## src/rtl/en_period_monitor_pkg.sv

```systemverilog
// Shared definitions for the enable-period monitor: FSM encoding and the
// width helper used to size counters from parameters.
package en_period_monitor_pkg;

  typedef enum logic [1:0] {
    IDLE    = 2'd0,
    MEASURE = 2'd1,
    LOCKED  = 2'd2
  } mon_state_e;

  localparam int ERR_CNT_W = 8;

  // Bits needed to hold values 0 .. value-1 (so clog2(N+1) holds 0..N).
  function automatic int clog2(input int value);
    int r;
    r = 0;
    for (int i = 0; i < 31; i++) begin
      if ((1 << i) < value) r = i + 1;
    end
    return r;
  endfunction

endpackage

```

## src/rtl/en_period_monitor_if.sv

```systemverilog
// Observation bundle between the strobe source / status consumer and the
// period monitor.
interface en_period_monitor_if
  import en_period_monitor_pkg::*;
#(
  parameter int CW = 6
);
  logic                 en_in;
  logic                 clear;
  logic                 locked;
  logic                 err_pulse;
  logic [CW-1:0]        period;
  logic [ERR_CNT_W-1:0] err_cnt;

  modport master (
    output en_in, clear,
    input  locked, err_pulse, period, err_cnt
  );

  modport slave (
    input  en_in, clear,
    output locked, err_pulse, period, err_cnt
  );
endinterface

```

## src/rtl/en_period_monitor_interval_counter.sv

```systemverilog
// Cycles-since-last-strobe counter: reloads to 1 on a strobe and otherwise
// climbs until it sticks at TMO.
module en_interval_counter
  import en_period_monitor_pkg::*;
#(
  parameter  int TMO = 32,
  localparam int CW  = clog2(TMO + 1)
) (
  input  logic          clk_in,
  input  logic          rst,
  input  logic          en_in,
  output logic [CW-1:0] cnt
);

  function automatic logic [CW-1:0] sat_inc(input logic [CW-1:0] v);
    if (v == CW'(TMO)) return v;
    return v + 1'b1;
  endfunction

  always_ff @(posedge clk_in) begin
    if (rst)        cnt <= '0;
    else if (en_in) cnt <= CW'(1);
    else            cnt <= sat_inc(cnt);
  end

endmodule

```

## src/rtl/en_period_monitor.sv

```systemverilog
// Verifies that en_in strobes every DIV cycles: locks after LOCK_CNT exact
// intervals, flags each loss of lock and keeps a saturating error count.
module en_period_monitor
  import en_period_monitor_pkg::*;
#(
  parameter int DIV      = 16,
  parameter int LOCK_CNT = 4
) (
  input  logic               clk_in,
  input  logic               rst,
  en_period_monitor_if.slave mon
);

  localparam int TMO = 2 * DIV;
  localparam int CW  = clog2(TMO + 1);
  localparam int GW  = clog2(LOCK_CNT + 1);

  logic [CW-1:0]        cnt;
  mon_state_e           state_q, state_d;
  logic [GW-1:0]        good_q, good_d;
  logic [CW-1:0]        period_q, period_d;
  logic                 err_d;
  logic                 locked_q;
  logic                 err_pulse_q;
  logic [ERR_CNT_W-1:0] err_cnt_q;

  function automatic logic [ERR_CNT_W-1:0] sat_inc_err(input logic [ERR_CNT_W-1:0] v);
    if (&v) return v;
    return v + 1'b1;
  endfunction

  en_interval_counter #(.TMO(TMO)) u_interval (
    .clk_in (clk_in),
    .rst    (rst),
    .en_in  (mon.en_in),
    .cnt    (cnt)
  );

  always_comb begin
    state_d  = state_q;
    good_d   = good_q;
    period_d = period_q;
    err_d    = 1'b0;
    unique case (state_q)
      IDLE: begin
        if (mon.en_in) begin
          state_d = MEASURE;
          good_d  = '0;
        end
      end
      MEASURE: begin
        if (mon.en_in) begin
          period_d = cnt;
          if (cnt == CW'(DIV)) begin
            if (good_q == GW'(LOCK_CNT - 1)) begin
              state_d = LOCKED;
              good_d  = '0;
            end else begin
              good_d  = good_q + 1'b1;
            end
          end else begin
            good_d = '0;
          end
        end else if (cnt == CW'(TMO)) begin
          state_d = IDLE;
          good_d  = '0;
        end
      end
      LOCKED: begin
        // Any strobe off the exact period loses lock; the late check only
        // applies when no strobe arrives, so en_in wins a tie at DIV+1.
        if (mon.en_in) begin
          period_d = cnt;
          if (cnt != CW'(DIV)) begin
            err_d   = 1'b1;
            state_d = MEASURE;
            good_d  = '0;
          end
        end else if (cnt == CW'(DIV + 1)) begin
          err_d   = 1'b1;
          state_d = MEASURE;
          good_d  = '0;
        end
      end
      default: begin
        state_d = IDLE;
        good_d  = '0;
      end
    endcase
  end

  always_ff @(posedge clk_in) begin
    if (rst) begin
      state_q     <= IDLE;
      good_q      <= '0;
      period_q    <= '0;
      locked_q    <= 1'b0;
      err_pulse_q <= 1'b0;
      err_cnt_q   <= '0;
    end else begin
      state_q     <= state_d;
      good_q      <= good_d;
      period_q    <= period_d;
      locked_q    <= (state_d == LOCKED);
      err_pulse_q <= err_d;
      if (mon.clear)  err_cnt_q <= '0;
      else if (err_d) err_cnt_q <= sat_inc_err(err_cnt_q);
    end
  end

  assign mon.locked    = locked_q;
  assign mon.err_pulse = err_pulse_q;
  assign mon.period    = period_q;
  assign mon.err_cnt   = err_cnt_q;

endmodule

```

## src/flat_wrapper.sv

```systemverilog
// flat-port wrapper written by rule: the top's interface ports become plain ports
module en_period_monitor_flat import en_period_monitor_pkg::*;
#(
  parameter int DIV      = 16,
  parameter int LOCK_CNT = 4
)
  (clk_in, rst, mon_en_in, mon_clear, mon_locked, mon_err_pulse, mon_period, mon_err_cnt);
  en_period_monitor_if #(.CW((clog2((2 * DIV) + 1)))) mon_i ();
  input  logic clk_in;
  input  logic rst;
  input wire logic [$bits(mon_i.en_in)-1:0] mon_en_in;
  input wire logic [$bits(mon_i.clear)-1:0] mon_clear;
  output wire logic [$bits(mon_i.locked)-1:0] mon_locked;
  output wire logic [$bits(mon_i.err_pulse)-1:0] mon_err_pulse;
  output wire logic [$bits(mon_i.period)-1:0] mon_period;
  output wire logic [$bits(mon_i.err_cnt)-1:0] mon_err_cnt;
  assign mon_i.en_in = mon_en_in;
  assign mon_i.clear = mon_clear;
  assign mon_locked = mon_i.locked;
  assign mon_err_pulse = mon_i.err_pulse;
  assign mon_period = mon_i.period;
  assign mon_err_cnt = mon_i.err_cnt;
  en_period_monitor #(.DIV(DIV), .LOCK_CNT(LOCK_CNT)) u_core (.clk_in(clk_in), .rst(rst), .mon(mon_i));
endmodule
```

## config.mk

```make
export PLATFORM = sky130hd
export DESIGN_NAME = en_period_monitor_flat
export DESIGN_NICKNAME = d
export VERILOG_FILES = /design/src/rtl/en_period_monitor_pkg.sv /design/src/rtl/en_period_monitor_if.sv /design/src/rtl/en_period_monitor_interval_counter.sv /design/src/rtl/en_period_monitor.sv /design/src/flat_wrapper.sv
export SDC_FILE = /design/constraint.sdc
export NUM_CORES = 1
export LEC_CHECK = 0
export ABC_AREA = 1
export CAP_MARGIN = 40
export CORE_MARGIN = 5
export CORE_UTILIZATION = 57
export CTS_CLUSTER_DIAMETER = 120
export DETAILED_ROUTE_END_ITERATION = 10
export DONT_BUFFER_PORTS = 1
export PLACE_DENSITY_LB_ADDON = 0.08
export SETUP_SLACK_MARGIN = 0.15
export SLEW_MARGIN = 40
export SYNTH_ARGS = -nofsm -noshare
export SYNTH_HDL_FRONTEND = slang
export SYNTH_HIERARCHICAL = 1
export SYNTH_SLANG_ARGS = --single-unit
```

## constraint.sdc

```tcl
create_clock -name clk_in -period 4.7 [get_ports clk_in]
set_clock_uncertainty 0.2 [all_clocks]
set_input_delay 0.705 -clock clk_in [delete_from_list [all_inputs] [get_ports clk_in]]
set_output_delay 0.705 -clock clk_in [all_outputs]
set_load 0.05 [all_outputs]
```

==> flow_metrics.py <==
metrics = {
    "setup_path": {
        "cp-start-kind": "flop",
        "crit_required_ns": 4.75,
        "critical_path.startpoint": "u_core/mon.err_cnt[0]$_SDFFE_PP0P_",
        "r2r_end": "u_core/mon.err_cnt[5]$_SDFFE_PP0P_",
        "cp_max_fo": 9,
        "critPathArrivalTime_ns": 2.09,
        "r2r-start": "u_core/mon.err_cnt[0]$_SDFFE_PP0P_",
        "end_kind": "flop",
        "worst-setup-path-type": "flop to flop",
        "r2r_slack_ns": 2.66,
        "worstRegToRegCells": 7,
    },
    "floorplan": {
        "rows": 18,
        "fp.dieH_um": 61.4,
        "boundaryPins": 20,
        "die_w_um": 61.4,
        "initial_core_util_pct": 60.3,
        "core_um2": 2500,
        "die_area_um2": 3770,
    },
    "power_and_ir_drop": {
        "p_switching_w": 0.000108,
        "pwr-share-comb_pct": 9.8,
        "intPower_w": 0.000282,
        "ir_worst_vdd_mv": 0.166,
        "leakage_nw": 0.636,
        "powerDensity_nw_per_um2": 249,
        "p_clk_share_pct": 25.0,
        "switching_share_pct": 27.6,
        "p_seq_share_pct": 65.2,
    },
    "clock_tree": {
        "root_buffer": "clkbuf_4",
        "h-tree-depth": 1,
        "post-cts-setup-buffers": 0,
        "path_clk_slew_ns": 0.13,
        "postCtsHoldBufs": 0,
        "tritoncts": "built",
        "cts_buffers": 3,
        "worstSkewPairLatency_ns": 0.32,
        "clk_path_buf_depth": 2,
        "cts_num_sinks": 27,
        "cts_resized": 0,
    },
    "routing": {
        "detail-route-antenna-nets": 0,
        "routed_wl_um": 3140,
        "vias_per_cell": 5.59,
        "firstDrtPassIters": 4,
        "wl_per_cell_um": 13.0,
        "drtIter0Drc": 71,
        "vias": 1353,
        "drc_errors": 0,
    },
    "synth": {
        "synth_most_common_cell": "nand2_1",
        "synth-seq-cells": 27,
        "avgSynthCellArea_um2": 7.21,
        "synthTopCellsByArea": "dfxtp_1, nand2_1, ha_1",
        "ys_seq_area_share_pct": 35.9,
        "syn_inst": 209,
        "synth_top_cells_by_count": "nand2_1, dfxtp_1, inv_1, nor2_1, a21oi_1",
        "ys_warn_count": 6,
        "yosysTopAreaCell": "dfxtp_1",
        "synthArstFlopShare_pct": 0,
        "ys.flop_type": "dfxtp_1",
        "synth_nets": 221,
        "synth.distinct_cells": 26,
        "synth.cell_area_um2": 1510,
        "netlist.area_leader.share_pct": 35.9,
        "synth_edf_count": 0,
    },
    "worst_hold_path": {
        "holdPathEnd": "u_core/u_interval/cnt[0]$_SDFFE_PP0P_",
        "hold_start": "rst",
        "min_path_cells": 1,
        "hold_class": "input pin to flop",
    },
    "timing": {
        "slew_headroom_pct": 55.8,
        "final_hold_viol_count": 0,
        "rsz0062_at_grt": "no",
        "fin_crit_sh_pct": 43.3,
        "worstMarginPinSlew_ns": 0.662,
        "drv_slew": 0,
        "timing.hold.ws_ns": 0.242,
        "max_freq_mhz": 491,
        "fin_setup_tns_ns": 0,
        "layout_min_cycle_time_ns": 2.04,
        "final-setup-viol-count": 0,
    },
    "place": {
        "placedCellCount": 238,
        "place_hpwl_um": 2440,
        "gp_congestion": 0.858,
        "io_buffers": 0,
    },
    "cells_and_area": {
        "layout.nets": 225,
        "layout-drive-gt1-share_pct": 9.91,
        "area_growth_pct": 3.74,
        "insertedDiodeCount": 0,
        "final_cell_count_no_fill": 242,
    },
    "global_routing": {
        "grt_pass1_vias": 1280,
        "gr-usage-all-layers_pct": 18.6,
        "antenna_found_initial": 0,
        "grt_overflow": 0,
        "grt_max_degree": 15,
        "grt_pass1_wl_um": 5330,
    },
    "run_status": {
        "status": "complete, no violations",
    },
    "run": {
        "drv_cap": 0,
    },
}
## cell type report
type	instances	area [um^2]
clock buffers	4	26.3
well taps	30	37.5
inverters	27	101
fillers	235	937
multi-input cells	154	857
flip-flops and latches	27	541
## per-stage QoR
step           total power [W]  util, %  area [um^2]  worst slack [ns]
2_1_floorplan         0.000289        -         1510              2.83
3_3_place_gp          0.000295     61.5         1540              2.75
3_5_place_dp          0.000297     61.5         1540              2.69
4_1_cts               0.000395     62.5         1560              2.66
5_1_grt               0.000418     62.5         1560              2.51
6_report              0.000390     62.5         1560              2.66
## kinds of logic after synthesis
| group | share of synthesized area, % |
|---|---|
| compound gates | 9.97 |
| xor+xnor | 2.91 |
| fa+ha+maj | 6.64 |
| buf+inv | 7.23 |
| flops | 35.9 |
| simple gates | 37.4 |
## worst max-delay path: stages (launching register included)
cell	delay [ns]
dfxtp_1	0.71
ha_1	0.30
nand2_1	0.08
nor2_2	0.16
nand2_2	0.14
nand3_4	0.17
nand2_1	0.07
a21oi_1	0.14
## routing by layer
layer | vias to the layer above | GRT usage [%] | share of wire, %
li1 | 697 | - | -
met1 | 627 | 23.2 | 45
met2 | 27 | 31.7 | 49
met3 | 2 | 5.03 | 5.3
met4 | 0 | 4.85 | 0.48
met5 | - | 0 | 0
## how the worst max path moves through the flow
stage	to	cells past startpoint
floorplan	u_core/mon.err_cnt[0]$_SDFFE_PP0P_	8
global placement	u_core/mon.err_cnt[7]$_SDFFE_PP0P_	7
detailed placement	u_core/mon.err_cnt[0]$_SDFFE_PP0P_	8
CTS	u_core/mon.err_cnt[1]$_SDFFE_PP0P_	7
global route	u_core/mon.err_cnt[7]$_SDFFE_PP0P_	7
finish	u_core/mon.err_cnt[5]$_SDFFE_PP0P_	7
## state kept, by name, summed over array words and instances, names as in the netlist
| signal | flops |
|---|---|
| u_core/good_q | 3 |
| u_core/mon.err_cnt | 8 |
| u_core/mon.err_pulse | 1 |
| u_core/mon.locked | 1 |
| u_core/mon.period | 6 |
| u_core/state_q | 2 |
| u_core/u_interval/cnt | 6 |
## power by group through the flow
stage / combinational, W / sequential, W / clock [W]
global route: 0.0000443 / 0.000256 / 0.000118
CTS: 0.0000379 / 0.000255 / 0.000103
global placement: 0.0000358 / 0.000259 / 0
finish: 0.0000383 / 0.000254 / 0.0000973
floorplan: 0.0000313 / 0.000258 / 0
detailed placement: 0.0000377 / 0.000260 / 0
## placed cells by master, fill, tap and decap left out
cell type / instances
nand2_1: 42
dfxtp_1: 27
inv_1: 25
nor2_1: 23
a21oi_1: 18
nand3_1: 14
nand4_1: 12
o21ai_0: 11
ha_1: 8
nor2_2: 6
clkbuf_4: 3
nand2_2: 3
xor2_1: 3
nor2_4: 2
nand3_4: 2
xnor2_1: 2
clkbuf_1: 1
inv_2: 1
or2_2: 1
nand4_2: 1
nand2_4: 1
nor4_1: 1
o21ai_1: 1
clkinv_1: 1
nor3_2: 1
nand3b_1: 1
or2_0: 1
No activity file was read; power rests on OpenSTA's default activity.
